`src/rtl/cnn_pkg.sv`:
```
// Shared CNN pipeline types and constants: fc_ctrl FSM encoding and fc_layer geometry.
package cnn_pkg;

  localparam int unsigned FC_N_IN    = 48;
  localparam int unsigned FC_N_CLASS = 10;
  localparam int unsigned FC_DATA_W  = 8;
  // Holds 0..FC_N_IN inclusive; the read index parks at FC_N_IN for the drain cycle.
  localparam int unsigned FC_CNT_W   = 6;
  localparam int unsigned FC_CLASS_W = 4;
  localparam int unsigned FC_FRAME_W = 16;

  typedef enum logic [1:0] {
    FC_FILL   = 2'd0,
    FC_STREAM = 2'd1,
    FC_WAIT   = 2'd2,
    FC_HOLD   = 2'd3
  } fc_ctrl_state_t;

endpackage

```
`src/rtl/fc_feat_buf.sv`:
```
// Single-frame feature buffer for fc_ctrl: one write port, one read port and their index counters.
module fc_feat_buf
  import cnn_pkg::*;
#(
  parameter int unsigned DATA_W = FC_DATA_W,
  parameter int unsigned N_IN   = FC_N_IN,
  parameter int unsigned CNT_W  = FC_CNT_W
) (
  input  logic              clk,
  input  logic              rst_n,
  input  logic              wr_en,
  input  logic [DATA_W-1:0] wr_data,
  input  logic              rd_en,
  output logic [DATA_W-1:0] rd_data_c,
  output logic              wr_last_c,
  output logic              rd_done_c,
  output logic              wr_first_c
);

  logic [DATA_W-1:0] mem_q [N_IN];
  logic [CNT_W-1:0]  wr_idx_q, wr_idx_d;
  logic [CNT_W-1:0]  rd_idx_q, rd_idx_d;

  assign wr_first_c = (wr_idx_q == '0);
  assign wr_last_c  = (wr_idx_q == CNT_W'(N_IN - 1));
  assign rd_done_c  = (rd_idx_q == CNT_W'(N_IN));
  assign rd_data_c  = rd_done_c ? '0 : mem_q[rd_idx_q];

  // The last write of a frame rewinds both indices so the replay starts at entry 0.
  always_comb begin
    wr_idx_d = wr_idx_q;
    rd_idx_d = rd_idx_q;
    if (rd_en) begin
      rd_idx_d = rd_idx_q + CNT_W'(1);
    end
    if (wr_en) begin
      if (wr_last_c) begin
        wr_idx_d = '0;
        rd_idx_d = '0;
      end else begin
        wr_idx_d = wr_idx_q + CNT_W'(1);
      end
    end
  end

  always_ff @(posedge clk or negedge rst_n) begin
    if (!rst_n) begin
      wr_idx_q <= '0;
      rd_idx_q <= '0;
    end else begin
      wr_idx_q <= wr_idx_d;
      rd_idx_q <= rd_idx_d;
    end
  end

  // Contents are meaningless after reset, so the storage itself is not reset.
  always_ff @(posedge clk) begin
    if (wr_en) begin
      mem_q[wr_idx_q] <= wr_data;
    end
  end

endmodule

```
`src/rtl/fc_ctrl.sv`:
```
// Frame sequencer in front of fc_layer: fill, replay 48 beats, capture class, hand off result.
// Optional FC_CTRL_PERF_EN adds perf_cycles (first accept to result, saturating).
module fc_ctrl
  import cnn_pkg::*;
#(
  parameter int unsigned DATA_W = FC_DATA_W,
  parameter int unsigned N_IN   = FC_N_IN,
  parameter int unsigned CNT_W  = FC_CNT_W
) (
  input  logic              clk,
  input  logic              rst_n,
  input  logic              s_valid,
  input  logic [DATA_W-1:0] s_data,
  output logic              s_ready,
  output logic              fc_valid,
  output logic [DATA_W-1:0] fc_data,
  input  logic [3:0]        fc_class,
  output logic              m_valid,
  output logic [3:0]        m_class,
  input  logic              m_ready,
  output logic [15:0]       frame_cnt,
  output logic              busy
`ifdef FC_CTRL_PERF_EN
  ,
  output logic [15:0]       perf_cycles
`endif
);

  fc_ctrl_state_t state_q, state_d;

  logic              s_ready_q, s_ready_d;
  logic              fc_valid_q, fc_valid_d;
  logic [DATA_W-1:0] fc_data_q, fc_data_d;
  logic              m_valid_q, m_valid_d;
  logic [3:0]        m_class_q, m_class_d;
  logic [15:0]       frame_cnt_q, frame_cnt_d;
  logic              busy_q, busy_d;

  logic              wr_en_c;
  logic              rd_en_c;
  logic [DATA_W-1:0] rd_data_c;
  logic              wr_last_c;
  logic              rd_done_c;
`ifdef FC_CTRL_PERF_EN
  logic              wr_first_c;
`endif

  assign wr_en_c = (state_q == FC_FILL) && s_valid;
  assign rd_en_c = (state_q == FC_STREAM) && !rd_done_c;

  fc_feat_buf #(
    .DATA_W (DATA_W),
    .N_IN   (N_IN),
    .CNT_W  (CNT_W)
  ) u_buf (
    .clk        (clk),
    .rst_n      (rst_n),
    .wr_en      (wr_en_c),
    .wr_data    (s_data),
    .rd_en      (rd_en_c),
    .rd_data_c  (rd_data_c),
    .wr_last_c  (wr_last_c),
    .rd_done_c  (rd_done_c),
`ifdef FC_CTRL_PERF_EN
    .wr_first_c (wr_first_c)
`else
    .wr_first_c ()
`endif
  );

  // STREAM spends one extra cycle with the read index parked at N_IN, which
  // drops fc_valid so WAIT lands exactly one cycle after the last beat.
  always_comb begin
    state_d     = state_q;
    fc_valid_d  = 1'b0;
    fc_data_d   = '0;
    m_valid_d   = m_valid_q;
    m_class_d   = m_class_q;
    frame_cnt_d = frame_cnt_q;
    case (state_q)
      FC_FILL: begin
        if (s_valid && wr_last_c) begin
          state_d = FC_STREAM;
        end
      end
      FC_STREAM: begin
        if (rd_done_c) begin
          state_d = FC_WAIT;
        end else begin
          fc_valid_d = 1'b1;
          fc_data_d  = rd_data_c;
        end
      end
      FC_WAIT: begin
        m_valid_d   = 1'b1;
        m_class_d   = fc_class;
        frame_cnt_d = frame_cnt_q + 16'd1;
        state_d     = FC_HOLD;
      end
      FC_HOLD: begin
        if (m_valid_q && m_ready) begin
          m_valid_d = 1'b0;
          state_d   = FC_FILL;
        end
      end
      default: begin
        state_d = FC_FILL;
      end
    endcase
    s_ready_d = (state_d == FC_FILL);
    busy_d    = (state_d != FC_FILL);
  end

  always_ff @(posedge clk or negedge rst_n) begin
    if (!rst_n) begin
      state_q     <= FC_FILL;
      s_ready_q   <= 1'b1;
      fc_valid_q  <= 1'b0;
      fc_data_q   <= '0;
      m_valid_q   <= 1'b0;
      m_class_q   <= '0;
      frame_cnt_q <= '0;
      busy_q      <= 1'b0;
    end else begin
      state_q     <= state_d;
      s_ready_q   <= s_ready_d;
      fc_valid_q  <= fc_valid_d;
      fc_data_q   <= fc_data_d;
      m_valid_q   <= m_valid_d;
      m_class_q   <= m_class_d;
      frame_cnt_q <= frame_cnt_d;
      busy_q      <= busy_d;
    end
  end

  assign s_ready   = s_ready_q;
  assign fc_valid  = fc_valid_q;
  assign fc_data   = fc_data_q;
  assign m_valid   = m_valid_q;
  assign m_class   = m_class_q;
  assign frame_cnt = frame_cnt_q;
  assign busy      = busy_q;

`ifdef FC_CTRL_PERF_EN
  logic [15:0] run_cnt_q, run_cnt_d;
  logic [15:0] perf_q, perf_d;

  // run_cnt counts inclusively from the first accept; zero means no frame started yet.
  always_comb begin
    run_cnt_d = run_cnt_q;
    perf_d    = perf_q;
    if (wr_en_c && wr_first_c) begin
      run_cnt_d = 16'd1;
    end else if ((run_cnt_q != 16'd0) && (run_cnt_q != 16'hFFFF)) begin
      run_cnt_d = run_cnt_q + 16'd1;
    end
    if (state_q == FC_WAIT) begin
      perf_d = (run_cnt_q == 16'hFFFF) ? 16'hFFFF : run_cnt_q + 16'd1;
    end
  end

  always_ff @(posedge clk or negedge rst_n) begin
    if (!rst_n) begin
      run_cnt_q <= '0;
      perf_q    <= '0;
    end else begin
      run_cnt_q <= run_cnt_d;
      perf_q    <= perf_d;
    end
  end

  assign perf_cycles = perf_q;
`endif

endmodule

```
`config.mk`:
```
export PLATFORM = sky130hd
export DESIGN_NAME = fc_ctrl
export DESIGN_NICKNAME = d
export VERILOG_FILES = /design/src/rtl/cnn_pkg.sv /design/src/rtl/fc_feat_buf.sv /design/src/rtl/fc_ctrl.sv
export SDC_FILE = /design/constraint.sdc
export NUM_CORES = 1
export LEC_CHECK = 0
export ABC_AREA = 1
export CORE_ASPECT_RATIO = 0.8
export CORE_UTILIZATION = 56
export DETAILED_ROUTE_END_ITERATION = 16
export PLACE_DENSITY = 0.8
export SYNTH_ARGS = -nofsm -noshare
export SYNTH_HDL_FRONTEND = slang
export SYNTH_SLANG_ARGS = --single-unit
```
`constraint.sdc`:
```
create_clock -name clk -period 2.05 [get_ports clk]
set_input_delay 0.3075 -clock clk [delete_from_list [all_inputs] [get_ports clk]]
set_output_delay 0.3075 -clock clk [all_outputs]
set_load 0.02 [all_outputs]
```
==> results of run 1 <==
-- per-stage QoR --
stage	utilization [%]	hold slack (ns)	instance area, µm²	TNS (ns)
after floorplan	-	0.0119	18200	0
after global placement	61.8	0.445	19600	-6.59
after detailed placement	61.8	0.461	19600	-8.27
after CTS	65.9	0.0509	20800	0
after global routing	66.2	0.0467	21000	-0.0296
final	66.2	0.0554	21000	0
-- report_power, final --
group	leakage [µW]	switching [µW]	internal, µW	total [µW]
Sequential	0.00403	343	10000	10300
Combinational	0.00362	6470	3120	9580
Clock	0.000636	3150	4080	7230
Total	0.00829	9960	17200	27200
-- repair_timing --
item,4_1_cts,5_1_grt
hold endpoints to repair,45,0
gates resized for setup,2,17
hold buffers,1,0
cloned,0,3
setup endpoints to repair,2,6
pin swaps,0,0
-- registers in the layout (all words and copies together), names as in the netlist --
name and count:
busy 1, fc_data 8, fc_valid 1, frame_cnt 16
m_class 4, m_valid 1, s_ready 1, state_q 2
u_buf.mem_q 384, u_buf.rd_idx_q 6, u_buf.wr_idx_q 6
-- per-layer routing --
layer / vias up / part of all wire (%)
li1: 5831 / -
met1: 5928 / 41
met2: 752 / 45
met3: 117 / 11
met4: 0 / 3.3
met5: - / 0
-- cells in the final DEF (no fill, tap or decap), types with 2 or more instances in the layout --
| cell type | count |
|---|---|
| a21oi_1 | 32 |
| a21oi_2 | 4 |
| a31oi_1 | 2 |
| buf_12 | 14 |
| buf_16 | 2 |
| buf_2 | 9 |
| buf_4 | 78 |
| buf_6 | 2 |
| buf_8 | 2 |
| bufinv_16 | 2 |
| clkbuf_1 | 5 |
| clkbuf_16 | 45 |
| clkdlybuf4s50_1 | 37 |
| clkinv_1 | 12 |
| clkinv_2 | 11 |
| clkinvlp_4 | 2 |
| dfrtp_1 | 43 |
| dfrtp_4 | 2 |
| edfxtp_1 | 384 |
| ha_1 | 4 |
| inv_1 | 110 |
| inv_2 | 4 |
| inv_6 | 3 |
| nand2_1 | 526 |
| nand2_2 | 2 |
| nand3_1 | 180 |
| nand4_1 | 8 |
| nor2_1 | 195 |
| nor2_2 | 4 |
| nor2_4 | 2 |
| nor3_1 | 6 |
| nor3_4 | 2 |
| o21ai_0 | 36 |
| o21ai_1 | 26 |
| or2_2 | 3 |
| xnor2_1 | 4 |
| xor2_1 | 11 |
-- area by class of cell --
| type | count | area [µm²] |
|---|---|---|
| fill | 2298 | 10700 |
| multi-input combinational | 1052 | 4550 |
| inverter | 118 | 452 |
| timing repair inverter | 1 | 7.51 |
| clock buffer | 48 | 1090 |
| clock inverter | 26 | 179 |
| tap | 420 | 526 |
| sequential | 430 | 12700 |
| timing repair buffer | 148 | 1460 |
-- worst paths after layout --
kind                                   startpoint                 end  slack (ns)
worst max-delay path            u_buf.rd_idx_q[0]          fc_data[5]       0.006
worst min-delay path                    s_data[2]  u_buf.mem_q[15][2]        0.06
worst max register to register  u_buf.rd_idx_q[0]          fc_data[5]       0.006
worst min register to register         m_class[0]          m_class[0]        0.49
max in group asynchronous                   rst_n   u_buf.rd_idx_q[0]        1.12
min in group asynchronous                   rst_n       frame_cnt[11]        0.40
-- cells by family (layout without fill, tap and decap cells) --
| group | count (synthesis) | count (layout) |
|---|---|---|
| AO/OA/AOI/OAI | 102 | 102 |
| flip-flops | 430 | 430 |
| adder cells (fa/ha/maj) | 4 | 4 |
| XOR/XNOR | 15 | 15 |
| buffers and inverters | 200 | 341 |
| multiplexers | 1 | 1 |
| AND/OR/NAND/NOR | 930 | 930 |
-- critical path: cells and delay by family (launching register included) --
family,cells,cell delay [ns]
AND/OR/NAND/NOR,7,0.72
flip-flops,1,0.53
AO/OA/AOI/OAI,1,0.27
buffers and inverters,2,0.38
==> reports/metrics.cfg, run 1 <==
[outcome]
status=complete, no violations

[placed_design]
dp_slack_ns=-0.101
portBuffers=47
dp_hpwl_um=27300
dp.cells=2165
place_congestion=0.978

[clocking]
insertion_delay_ns=0.55
ctsHtreeMaxLevel=2
ctsLongestPathBuffers=3
clk_pin_slew_worst_paths_ns=0.06
numCtsBuffers=42
cts_tree=yes
cts_setup_buffers=0
cts-root-buf=clkbuf_16
clock_sinks=430

[worst_setup_path]
worst_path_largest_cell_delay_ns=0.53
path_max_fanout=22
path_common_cell=nand2_1
critPathLaunchType=flip-flop
critical_path_arrival_ns=2.47
critPathKind=reg2reg
path_cells=inv_6 -> buf_12 -> nand2_1 -> nand2_1 -> nand2_1 -> nand3_1 -> nand3_1 -> nand2_1 -> nand2_1 -> a21oi_1
worstRegToRegCells=10
worstSetupEndpointType=flip-flop
slowest_stage=dfrtp_4
cp.required_ns=2.48

[floorplanning]
pin_count=48
die_h_um=163
die_w_um=203
rows=58
core_um2=31600
start_util_pct=57.4
die-area_um2=33200

[global_routing]
track_usage_pct=27.0
grt_util_met1_pct=38.5
grt_max_degree=94
grt_first_pass_wirelength_um=66500
busiest_layer=met2
gr-total-overflow=0
antenna_found_initial=0
met2_usage_pct=41.1
grt_pass1_vias=11900
grt_use_met3_pct=4.95

[worst_hold_path]
hold_depth=1
hold_path_class=in2reg

[yosys]
ys_seq_area_share_pct=69.8
syn-cell-area_um2=18200
yosysMostFrequentCell=nand2_1
synth-xor-area-share_pct=0.723
yosys-top-cells-count=nand2_1, edfxtp_1, nor2_1
synth_cell_types=34
synth_top_family_by_area=simple AND/OR/NAND/NOR gates
synthArstFlopShare_pct=10.7
synth_compound_area_share_pct=2.85
syn-num-nets=1702
yosysTopAreaCellShare_pct=63.5
synth_edf_count=384
muxShareOfSynthArea_pct=0.0620
synth.avg_cell_area_um2=10.8
synth_fa_ha_area_share_pct=0.276
ys_warn_count=0
synthFlopType=edfxtp_1
synthTopCellsByArea=edfxtp_1, nand2_1, dfrtp_1
syn_inst=1682
synth_simple_gate_area_share_pct=21.0
ys_ff_latch=430
yosysTopAreaCell=edfxtp_1

[route]
wirelength_um=44400
drt_iter0_drc=1630
antenna_left=0
dr.pass1.iters=6
route.detailed.drc=0
wire_per_inst_um=19.8
viasPerCell=5.63
num_vias=12600

[power]
power_density_nw_per_um2=1300
finalPower_uw=27200
vdd.ir_drop.worst_mv=0.704
p_leak_uw=0.00829

[sta]
fin_crit_sh_pct=99.7
worstMarginPinSlew_ns=0.659
period_needed_ns=2.04
finClkSkew_ns=0.0237
rsz0062_at_grt=yes
max_freq_ghz=0.489
slew_headroom_pct=56.1
setup_viol_count_final=0
fin_ws_ns=0.00601
hold_viol=0
slew_viol_final=0

[final_layout]
diodes=0
area_delta_synth_final_pct=15.4
nets=1813
fin_cells=2243
drive_gt1_share_pct=10.8

[flow_run]
cap_violations=0

(Power assumes the default switching activity.)
==> run 2, diff against run 1 <==
CORE_UTILIZATION = 58   (was 56)
CTS_BUF_LIST = sky130_fd_sc_hd__clkbuf_4   (was not set)
PLACE_DENSITY = 0.83   (was 0.8)
==> reports/metrics.cfg, run 2 (same netlist as run 1, synthesis figures left out) <==
[clocking]
ctsHtreeMaxLevel=3  ; +1
numCtsBuffers=102  ; +140%
clock_sinks=430  ; unchanged
cts-root-buf=clkbuf_4
cts_tree=yes
clk_pin_slew_worst_paths_ns=0.08  ; +0.02 ns
ctsLongestPathBuffers=3  ; unchanged
insertion_delay_ns=0.78  ; +0.23 ns

[placed_design]
dp_hpwl_um=28200  ; +3.3%
place_congestion=0.961  ; -1.8%
placed_area_um2=19500  ; -0.11%
portBuffers=47  ; unchanged
dp.cells=2158  ; -0.32%

[route]
viasPerCell=5.66  ; +0.53%
wirelength_um=46100  ; +4.0%
drt_iter0_drc=1844  ; +13%
num_vias=13300  ; +5.6%
dr.pass1.iters=6  ; unchanged
route.detailed.drc=0  ; unchanged
wire_per_inst_um=19.6  ; -1.0%
antenna_left=0  ; unchanged

[final_layout]
nets=1879  ; +3.6%
drive_gt1_share_pct=15.9  ; +5.1 points
regMostFlops=u_buf.mem_q
area_delta_synth_final_pct=16.2
nFillCells=2117  ; -7.9%
final_common_cell=nand2_1
fin_cells=2356  ; +5.0%
largest_reg_flops=384  ; unchanged
fin_area_um2=21100  ; +0.72%
final_cell_mix=nand2_1, edfxtp_1, nor2_1, nand3_1, clkbuf_4

[floorplanning]
core_um2=30600  ; -3.3%
die_w_um=200  ; -1.7%
die-area_um2=32000  ; -3.4%
rows=57  ; -1.7%
pin_count=48  ; unchanged
start_util_pct=59.4  ; +2.0 points
die_h_um=160  ; -1.7%

[power]
seq_power_share_pct=37.8  ; -0.3 points
p_leak_uw=0.00863  ; +4.1%
switching_share_pct=38.1  ; +1.5 points
pwr-share-clk_pct=25.8  ; -0.8 points
p_sw_uw=10400  ; +4.3%
vdd.ir_drop.worst_mv=0.776  ; +10%
power_frac_comb_pct=36.4  ; +1.1 points
power_density_nw_per_um2=1290  ; -0.38%
finalPower_uw=27200  ; +0.34%
internal_power_uw=16900  ; -2.0%

[sta]
hold_viol=0  ; unchanged
hold_ws_ns=0.0431  ; -0.0123 ns
period_needed_ns=2.05  ; +0.00368 ns
finClkSkew_ns=0.0581  ; +0.0343 ns
fin_crit_sh_pct=99.9  ; +0.18 points
setup_viol_count_final=0  ; unchanged
worstMarginPinSlew_ns=1.10  ; +0.441 ns
slew_headroom_pct=26.6  ; -29 points
max_freq_ghz=0.488  ; -0.18%
rsz0062_at_grt=yes
slew_viol_final=0  ; unchanged

[flow_run]
cap_violations=0  ; unchanged

[global_routing]
gr-total-overflow=0  ; unchanged
grt_first_pass_wirelength_um=69600  ; +4.7%
track_usage_pct=29.0  ; +2.0 points
grt_max_degree=61  ; -35%
antenna_found_initial=1  ; +1
grt_pass1_vias=13000  ; +9.3%

[worst_setup_path]
worst_path_largest_cell_delay_ns=0.48  ; -0.05 ns
critPathKind=reg2reg
cp.required_ns=2.70  ; +0.22 ns
path_max_fanout=32  ; +45%
slowest_stage=dfrtp_4
path_common_cell=nand2_1
path_cells=buf_16 -> buf_12 -> nor2_1 -> nor2_1 -> nand2_1 -> nand3_1 -> nand3_1 -> nand2_1 -> nand2_1 -> a21oi_1
worstSetupEndpointType=flip-flop
critPathLaunchType=flip-flop
critical_path_arrival_ns=2.70  ; +0.23 ns

[outcome]
status=complete, no violations

[worst_hold_path]
hold_path_class=in2reg

==> run 2: changes by cell type in the layout (fill, tap and decap cells not counted), sizes merged, moves of 3 or more <==
| cell | previous run | this run |
|---|---|---|
| dlygate4sd2 | 1 | 26 |
| dlymetal6s2s | 0 | 3 |
| clkinv | 24 | 31 |
| clkbuf | 50 | 158 |
| clkdlybuf4s50 | 37 | 9 |
==> run 2: final timing paths <==
path,from,cells past startpoint,end,slack (ns)
hold / removal,s_data[3],2,u_buf.mem_q[20][3],0.04
max in group asynchronous,rst_n,3,s_ready,1.24
min in group asynchronous,rst_n,2,frame_cnt[5],0.14
hold reg to reg,m_class[0],2,m_class[0],0.49
setup / recovery,u_buf.rd_idx_q[0],10,fc_data[2],0.002
setup reg to reg,u_buf.rd_idx_q[0],10,fc_data[2],0.002
==> run 2: timing repair <==
item / 4_1_cts / 5_1_grt
resized for setup: 28 / 25
endpoints found under the setup margin: 35 / 48
cloned: 0 / 5
setup buffers: 0 / 2
hold endpoints to repair: 48 / 0
hold buffers: 3 / 0
==> run 2: stage by stage <==
stage / TNS, ns / setup WS [ns] / util [%]
6_report: 0 / 0.00233 / 69.0
3_5_place_dp: -4.88 / -0.169 / 63.8
4_1_cts: 0 / 0.00615 / 68.3
5_1_grt: -0.172 / -0.0996 / 69.0
2_1_floorplan: 0 / 0.0538 / -
3_3_place_gp: -2.54 / -0.0938 / 63.8
==> run 2: per-layer routing <==
layer	track usage, %	up-vias	routed length (µm)
li1	-	6057	-
met1	40.3	6317	17800
met2	44.5	845	21800
met3	6.55	115	5390
met4	11.9	0	1210
met5	0	-	0
==> run 2: layout make-up <==
cell class | count | area, µm² | area share, %
sequential | 430 | 12700 | 60.1
multi-input combinational | 1052 | 4570 | 21.6
timing repair buffer | 154 | 1530 | 7.23
clock buffer | 154 | 1160 | 5.48
tap | 413 | 517 | 2.45
inverter | 118 | 455 | 2.16
clock inverter | 33 | 190 | 0.901
timing repair inverter | 1 | 5.00 | 0.0237
antenna | 1 | 2.50 | 0.0119
==> run 2: critical path, delay by kind of cell, from the launching register on <==
| kind | cells | cell delay [ns] |
|---|---|---|
| AO/OA/AOI/OAI | 1 | 0.27 |
| buffers and inverters | 2 | 0.42 |
| flip-flops | 1 | 0.48 |
| AND/OR/NAND/NOR | 7 | 0.73 |
==> run 2: power groups by stage <==
stage / Combinational (µW) / Sequential, µW / Clock [µW]
3_5_place_dp: 9050 / 10500 / 0
2_1_floorplan: 5940 / 10600 / 0
4_1_cts: 9050 / 10300 / 7090
5_1_grt: 10700 / 10300 / 7560
6_report: 9910 / 10300 / 7030
3_3_place_gp: 8750 / 10500 / 0
==> run 3, diff against run 2 <==
CAP_MARGIN = 10   (was not set)
SLEW_MARGIN = 20   (was not set)
==> results of run 3 <==
The final DEF is identical to that of run 2; final timing and power are the same.
